## config.mk

```make
export PLATFORM = sky130hd
export DESIGN_NAME = k054539_host_master
export DESIGN_NICKNAME = d
export VERILOG_FILES = /design/src/rtl/k054539_host_master.sv
export SDC_FILE = /design/constraint.sdc
export NUM_CORES = 1
export LEC_CHECK = 0
export BUFFER_PORTS_ARGS = -buffer_cell sky130_fd_sc_hd__buf_2
export CORE_MARGIN = 1
export CORE_UTILIZATION = 35
export DETAILED_ROUTE_END_ITERATION = 16
export PLACE_DENSITY = 0.72
export SETUP_SLACK_MARGIN = 0.5
export SYNTH_ARGS = -nofsm -noshare
export SYNTH_HDL_FRONTEND = slang
export SYNTH_SLANG_ARGS = --single-unit
```

## constraint.sdc

```tcl
create_clock -name CLK -period 1.8 [get_ports CLK]
set_input_delay 0.09 -clock CLK [delete_from_list [all_inputs] [get_ports CLK]]
set_output_delay 0.09 -clock CLK [all_outputs]
set_load 0.05 [all_outputs]
```

## src/rtl/k054539_host_master.sv

```systemverilog
// Host-side bus initiator for the 054539 CPU port.
// Turns single-word requests into timed NCS/NRD/NWR/AB/DB cycles.
//
// Ports:
//   CLK, RES                    clock, synchronous active-high reset
//   REQ, REQ_WR, REQ_ADDR,      request handshake; sampled only while idle
//   REQ_WDATA
//   BUSY, DONE, RDATA, TIMEOUT  status and read data back to the host
//   PIN_AB, PIN_AB09            address to the chip
//   PIN_DB_OUT, PIN_DB_OE,      data bus to/from the chip
//   PIN_DB_IN
//   NCS, NRD, NWR               active-low select and strobes
//   PIN_WAIT                    chip wait, high stretches the strobe
module k054539_host_master #(
    parameter int T_AS     = 1,
    parameter int T_CS     = 1,
    parameter int T_PW     = 8,
    parameter int T_HOLD   = 1,
    parameter int T_REC    = 2,
    parameter int WAIT_MAX = 64
) (
    input  logic       CLK,
    input  logic       RES,
    input  logic       REQ,
    input  logic       REQ_WR,
    input  logic [9:0] REQ_ADDR,
    input  logic [7:0] REQ_WDATA,
    output logic       BUSY,
    output logic       DONE,
    output logic [7:0] RDATA,
    output logic       TIMEOUT,
    output logic [7:0] PIN_AB,
    output logic       PIN_AB09,
    output logic [7:0] PIN_DB_OUT,
    output logic       PIN_DB_OE,
    input  logic [7:0] PIN_DB_IN,
    output logic       NCS,
    output logic       NRD,
    output logic       NWR,
    input  logic       PIN_WAIT
);

    typedef enum logic [2:0] {
        S_IDLE,
        S_SETUP,
        S_CSLO,
        S_STROBE,
        S_WAITX,
        S_HOLD,
        S_RECOV
    } state_t;

    state_t     state;
    state_t     state_nx;
    logic [7:0] cnt;
    logic [7:0] cnt_nx;
    logic       wr_q;

    logic       accept;
    logic       capture;
    logic       abort;

    logic       busy_d;
    logic       done_d;
    logic       ncs_d;
    logic       nrd_d;
    logic       nwr_d;
    logic       oe_d;
    logic       wr_nx;
    logic       strobe_on;

    // Address bit 8 has no pin on the chip side.
    logic       unused_addr8;
    assign unused_addr8 = REQ_ADDR[8];

    // Counter holds (remaining cycles - 1) of the current state.
    always_comb begin
        state_nx = state;
        cnt_nx   = cnt;
        accept   = 1'b0;
        capture  = 1'b0;
        abort    = 1'b0;
        unique case (state)
            S_IDLE: begin
                if (REQ) begin
                    state_nx = S_SETUP;
                    cnt_nx   = 8'(T_AS - 1);
                    accept   = 1'b1;
                end
            end
            S_SETUP: begin
                if (cnt == 8'd0) begin
                    state_nx = S_CSLO;
                    cnt_nx   = 8'(T_CS - 1);
                end else begin
                    cnt_nx = cnt - 8'd1;
                end
            end
            S_CSLO: begin
                if (cnt == 8'd0) begin
                    state_nx = S_STROBE;
                    cnt_nx   = 8'(T_PW - 1);
                end else begin
                    cnt_nx = cnt - 8'd1;
                end
            end
            S_STROBE: begin
                if (cnt != 8'd0) begin
                    cnt_nx = cnt - 8'd1;
                end else if (PIN_WAIT) begin
                    state_nx = S_WAITX;
                    cnt_nx   = 8'(WAIT_MAX - 1);
                end else begin
                    state_nx = S_HOLD;
                    cnt_nx   = 8'(T_HOLD - 1);
                    capture  = 1'b1;
                end
            end
            S_WAITX: begin
                if (!PIN_WAIT) begin
                    state_nx = S_HOLD;
                    cnt_nx   = 8'(T_HOLD - 1);
                    capture  = 1'b1;
                end else if (cnt == 8'd0) begin
                    state_nx = S_HOLD;
                    cnt_nx   = 8'(T_HOLD - 1);
                    abort    = 1'b1;
                end else begin
                    cnt_nx = cnt - 8'd1;
                end
            end
            S_HOLD: begin
                if (cnt == 8'd0) begin
                    state_nx = S_RECOV;
                    cnt_nx   = 8'(T_REC - 1);
                end else begin
                    cnt_nx = cnt - 8'd1;
                end
            end
            S_RECOV: begin
                if (cnt == 8'd0) begin
                    state_nx = S_IDLE;
                    cnt_nx   = 8'd0;
                end else begin
                    cnt_nx = cnt - 8'd1;
                end
            end
            default: begin
                state_nx = S_IDLE;
                cnt_nx   = 8'd0;
            end
        endcase
    end

    // Pin levels are derived from the state being entered so that
    // the registered outputs line up with that state.
    always_comb begin
        wr_nx     = accept ? REQ_WR : wr_q;
        strobe_on = (state_nx == S_STROBE) || (state_nx == S_WAITX);
        busy_d    = (state_nx != S_IDLE);
        ncs_d     = !((state_nx == S_CSLO) || strobe_on ||
                      (state_nx == S_HOLD));
        nrd_d     = !(strobe_on && !wr_nx);
        nwr_d     = !(strobe_on && wr_nx);
        oe_d      = wr_nx && busy_d && (state_nx != S_RECOV);
        done_d    = (state_nx == S_HOLD) && (state != S_HOLD);
    end

    always_ff @(posedge CLK) begin
        if (RES) begin
            state      <= S_IDLE;
            cnt        <= 8'd0;
            wr_q       <= 1'b0;
            BUSY       <= 1'b0;
            DONE       <= 1'b0;
            RDATA      <= 8'd0;
            TIMEOUT    <= 1'b0;
            PIN_AB     <= 8'd0;
            PIN_AB09   <= 1'b0;
            PIN_DB_OUT <= 8'd0;
            PIN_DB_OE  <= 1'b0;
            NCS        <= 1'b1;
            NRD        <= 1'b1;
            NWR        <= 1'b1;
        end else begin
            state     <= state_nx;
            cnt       <= cnt_nx;
            BUSY      <= busy_d;
            DONE      <= done_d;
            PIN_DB_OE <= oe_d;
            NCS       <= ncs_d;
            NRD       <= nrd_d;
            NWR       <= nwr_d;
            if (accept) begin
                wr_q     <= REQ_WR;
                PIN_AB   <= REQ_ADDR[7:0];
                PIN_AB09 <= REQ_ADDR[9];
                TIMEOUT  <= 1'b0;
                if (REQ_WR) begin
                    PIN_DB_OUT <= REQ_WDATA;
                end
            end
            if (capture && !wr_q) begin
                RDATA <= PIN_DB_IN;
            end
            if (abort) begin
                TIMEOUT <= 1'b1;
                if (!wr_q) begin
                    RDATA <= 8'hFF;
                end
            end
        end
    end

endmodule

```

# [Yosys cells after proc, flatten, opt, wreduce, memory -nomap -nowiden]
# Index checks and enable logic that the tools add are counted.
[word_totals] out_inout_bits=32 regBits=44 word_cells=81 in_bits=31
[classes] n_eq_ne=13 addsub=1 muxes=32 n_reduce_logical=21
[ops] cell="8-bit two-way mux" n=9
[ops] cell="8-bit one-hot mux with 6 select lines" n=1
[ops] cell="3-bit two-way mux" n=8
[ops] cell="3-bit one-hot mux with 7 select lines" n=1
[ops] cell="3-bit == test, second input constant" n=5
[ops] cell="3-bit by 2-bit == test with 1-bit output, second input constant" n=4
[ops] cell="1-bit two-way mux" n=11
[ops] cell="8-bit zero test" n=1
[ops] cell="8-bit nonzero test" n=1
[ops] cell="8-bit by 1-bit subtractor with 8-bit output, second input constant" n=1
[ops] cell="1-bit logical AND" n=6
[ops] cell="6-bit two-way mux" n=1
[ops] cell="3-bit != test, second input constant" n=2
[ops] cell="1-bit zero test" n=5
[ops] cell="3-bit by 1-bit == test with 1-bit output, second input constant" n=1
[ops] cell="3-bit zero test" n=1
[ops] cell="1-bit logical OR" n=3
[ops] cell="3-bit nonzero test" n=1
[ops] cell="2-bit != test, second input constant" n=1
[ops] cell="1-bit one-hot mux with 2 select lines" n=1
[ops] cell="2-bit AND reduction" n=1
[ops] cell="2-bit nonzero test" n=1
[ops] cell="2-bit OR reduction" n=1

# [Logic depth before layout (Yosys ltp)]
[depth] word_depth=9 depth_mapped=7 mapped_depth_nobuf=6

# [Worst setup path before layout]
# OpenSTA, ideal clock, no wires.
[synth_timing] kind="reg2reg" from="register cnt[0]" to="register cnt[4]" path_slack_ns=-0.068 t_arrival_ns=1.785 setup_time_ns=0.083 required_ns=1.717 stages_incl_launch_ff=7 period_less_slack_ns=1.868 path_buffers=0 path_cell_list="dfxtp_1 -> inv_1 -> ha_1 -> nor4b_4 -> a2111oi_1 -> a21oi_1 -> o221ai_1"
[synth_between] elab_chain_cells=4 word_cells_on_any_way=9 cone_classes="add/sub: 1; mux: 6; reduce/logical: 2"
[synth_rtl] element="start: declaration" line_no="55" source="logic [7:0] cnt;"
[synth_rtl] element="start signal: assignment" line_no="187" source="cnt <= cnt_nx;"
[synth_rtl] element="8-bit by 1-bit subtractor with 8-bit output / 8-bit zero test (equally long branches)"
[synth_rtl] element="8-bit two-way mux" line_no="92, 124, 141"
[synth_rtl] element="8-bit two-way mux" line_no="120" source="if (!PIN_WAIT) begin"
[synth_rtl] element="8-bit one-hot mux with 6 select lines (*)" line_no="83" source="unique case (state)"
# Every way passes the cells marked *; elsewhere a longest branch is shown, timed or not.
# A chain may end at the register's enable or synchronous reset.

# [Final worst setup path]
[layout_timing] from="register cnt[1]" to="register cnt[0]"
[layout_between] elab_chain_cells=4 word_cells_on_any_way=8 cone_classes="mux: 6; reduce/logical: 2"
[layout_rtl] element="8-bit zero test"
[layout_rtl] element="8-bit two-way mux" line_no="92, 124, 141"
[layout_rtl] element="8-bit two-way mux" line_no="120"
[layout_rtl] element="8-bit one-hot mux with 6 select lines (*)" line_no="83"
# Marks and branches as above.

==> run metrics <==
run status=complete, but fails checks; failing checks=setup timing; Hold Path Stages=3; Mapped Area=between 2000 and 2500 µm²; # diodes=0; Layout Nets=374; R2R depth=7; ANT nets after route=0; top post-synthesis cells by area=dfxtp_1 43%, nand2_1 6.9%, a21oi_1 5.8%; # hold bufs at CTS=0; DR pass1 iterations=4; cell family with most CP delay=simple AND/OR/NAND/NOR gates; final core occ=about three fifths; CP Capture Type=flip-flop; via count=about 2,400; final WL=7410 µm; Clk Tree Root Cell=clkbuf_8; Mapped Cells=245; maximum clock rate=between 500 and 600 MHz; fin crit share=101%; Max Cap Violations=0; leakage=1.35 nW; most common library cell in the layout ignoring fill and taps=buf_2; initial core utilization=36.9%; critical path class=flip-flop to flip-flop; Synth Net Count=approximately 280; commonest cells after routing, fill and taps aside=61 x buf_2, 40 x dfxtp_1, 28 x buf_4, 19 x nand2_1, 13 x a21oi_2; Avg Cell Area, Syn=~8.4 µm²; Critical Path Fanout Max=4; number of global-route vias before repair=2,182; CTS clk-pin slew, worst paths=0.09 ns; Synth Register Bits=44; Net Sw Frac=47.5%; Max Root-Sink Buffers=2; Final min period=1.82 ns; ys async rst share=0%; initial DRC count=253; Worst R2R End=cnt[0]; Clk Latency, worst-skew pair=0.31 ns; initial antenna violation count=0; Min-Delay Endpoint=PIN_AB[4]; post-synth top area share=42.6%; Clock Power Share=8.9%; CTS tree=built; clk sinks=44; Seq. cell area=888 µm²; final hold violations=0; Die ar.=6220 µm²; Reg power frac=20.6%; Site Rows=27; Distinct cells, synth=51; Max VDD drop=0.996 mV; Switch Pwr=about 0.0033 W; WP buf/inv=2; gr ovfl total=0; largest net degree at the start of global routing=21; CTS Buf Count=5; reg2reg start=cnt[1]; Combinational Power Share=a little over two thirds; Worst R2R Setup Slack=-0.02 ns; Chip Width=78.9 µm; EDFF count, synth=0; Tightest Pin Transition=0.522 ns; register area share after synthesis=42.6%; Die Y=78.9 µm; Slew Viols, Final=0; startpoint types=flip-flop; RSZ-0062 raised after global routing=yes; crit path DAT=roughly 2 ns; IO Port Bufs=61; crit-path max cell delay=0.50 ns; Data required, critical path=2.03 ns; synth-to-layout area growth=63.8%; crit-path cells=inv_2 > ha_4 > or4b_4 > buf_6 > nor3_1 > o21ai_0 > a31oi_1; ys flop type=dfxtp_1; Pint=0.00367 W; dpl hpwl=4010 µm; synth warn=0; WL/cell=17.9 µm; Clock Skew=0.00883 ns; post-route setup slack=-0.0197 ns; Layout fillers=431; Hold/Removal Path Class=primary input to flip-flop; core region area=5610 µm²; first-pass GRT wire length=between 10,000 and 15,000 µm; Synth area leader=dfxtp_1; area used by multi-input combinational logic=1560 µm²; share of cells above drive strength 1=about 60%; Via density=5.72; Slew HR=65.2%; power after layout=between 0.006 and 0.007 W; DRC Markers=0; H-tree levels=2; Final Setup Violations=6; Slowest-stage cell, CP=or4b_4; hold_sp=REQ_ADDR[4]; I/O pins=between 60 and 70; Total GRT Usage=21.3%; gpl congestion=between 0.8 and 0.9; total power per unit cell area=2060 nW/µm²
-- state kept, by name (all words and copies together), names as in the netlist --
| signal | cells |
|---|---|
| PIN_AB | 8 |
| PIN_AB09 | 1 |
| cnt | 8 |
| state | 3 |
| DONE | 1 |
| wr_q | 1 |
| PIN_DB_OE | 1 |
| NCS | 1 |
| TIMEOUT | 1 |
| RDATA | 8 |
| NWR | 1 |
| PIN_DB_OUT | 8 |
| BUSY | 1 |
| NRD | 1 |
-- worst max path at each step --
stage / start / end / cells after the start
finish: cnt[1] / cnt[0] / 7
global placement: cnt[1] / RDATA[2] / 6
detailed placement: cnt[1] / RDATA[2] / 6
floorplan: cnt[0] / RDATA[0] / 7
global route: cnt[1] / cnt[0] / 7
CTS: cnt[1] / RDATA[2] / 7
-- power groups by stage --
| stage | Clock [W] | Combinational (W) | Sequential (W) |
|---|---|---|---|
| 2_1_floorplan | 0 | 0.00203 | 0.00176 |
| 3_3_place_gp | 0 | 0.00322 | 0.00141 |
| 3_5_place_dp | 0 | 0.00329 | 0.00141 |
| 4_1_cts | 0.000615 | 0.00429 | 0.00139 |
| 5_1_grt | 0.000658 | 0.00513 | 0.00146 |
| 6_report | 0.000621 | 0.00493 | 0.00144 |
-- layer usage --
layer / global-route usage [%] / vias to the layer above / part of all wire (%)
li1: - / 1085 / -
met5: 0 / - / 0
met2: 38.4 / 105 / 52
met4: 8.00 / 0 / 4.5
met1: 25.1 / 1139 / 39
met3: 3.68 / 35 / 5.3
-- worst min-delay path, stage by stage --
cell	delay, ns
buf_2	0.10
nand2_2	0.04
a21oi_1	0.05
-- synth_stat cells (5+ instances only) --
cell type  number
dfxtp_1        44
nand3_1         9
a31oi_1         5
nor3_1         15
o21ai_0         7
inv_1           7
a211oi_1       10
clkbuf_1        9
nor2_1         15
nand2_1        38
a21oi_1        24
buf_2           6
-- layout make-up --
type,count,area share [%]
Tap cell,72,2.66
Sequential cell,44,26.2
Multi-Input combinational cell,178,46.1
Clock buffer,5,2.03
Timing Repair Buffer,105,21.8
Clock inverter,2,0.369
Inverter,7,0.776
-- metrics by stage --
step                      setup WS [ns]  setup TNS (ns)  hold slack (ns)  instances  cell area (µm²)
after floorplan                 -0.0420          -0.335            0.226        245             2220
after global placement         -0.00140        -0.00140            0.332        390             2730
after detailed placement        -0.0618          -0.445            0.335        390             2730
after CTS                       0.00812               0           0.0176        411             3160
after global routing             -0.111          -0.530          0.00559        413             3390
final                           -0.0197         -0.0641           0.0146        413             3390
-- cell families after synthesis --
kind of cell	Yosys count	share of synthesized area, %
buf+inv	24	5.08
fa+ha+maj	2	1.21
flops	44	42.6
simple gates	106	28.1
xor+xnor	2	0.847
compound gates	66	21.7
mux	1	0.484
-- what timing repair did --
action                     CTS  global route
pin swaps                   44            36
gates cloned                 2             0
setup buffers               12             2
resized for setup           59            50
setup endpoints to repair   44            44
(Power assumes the default switching activity.)
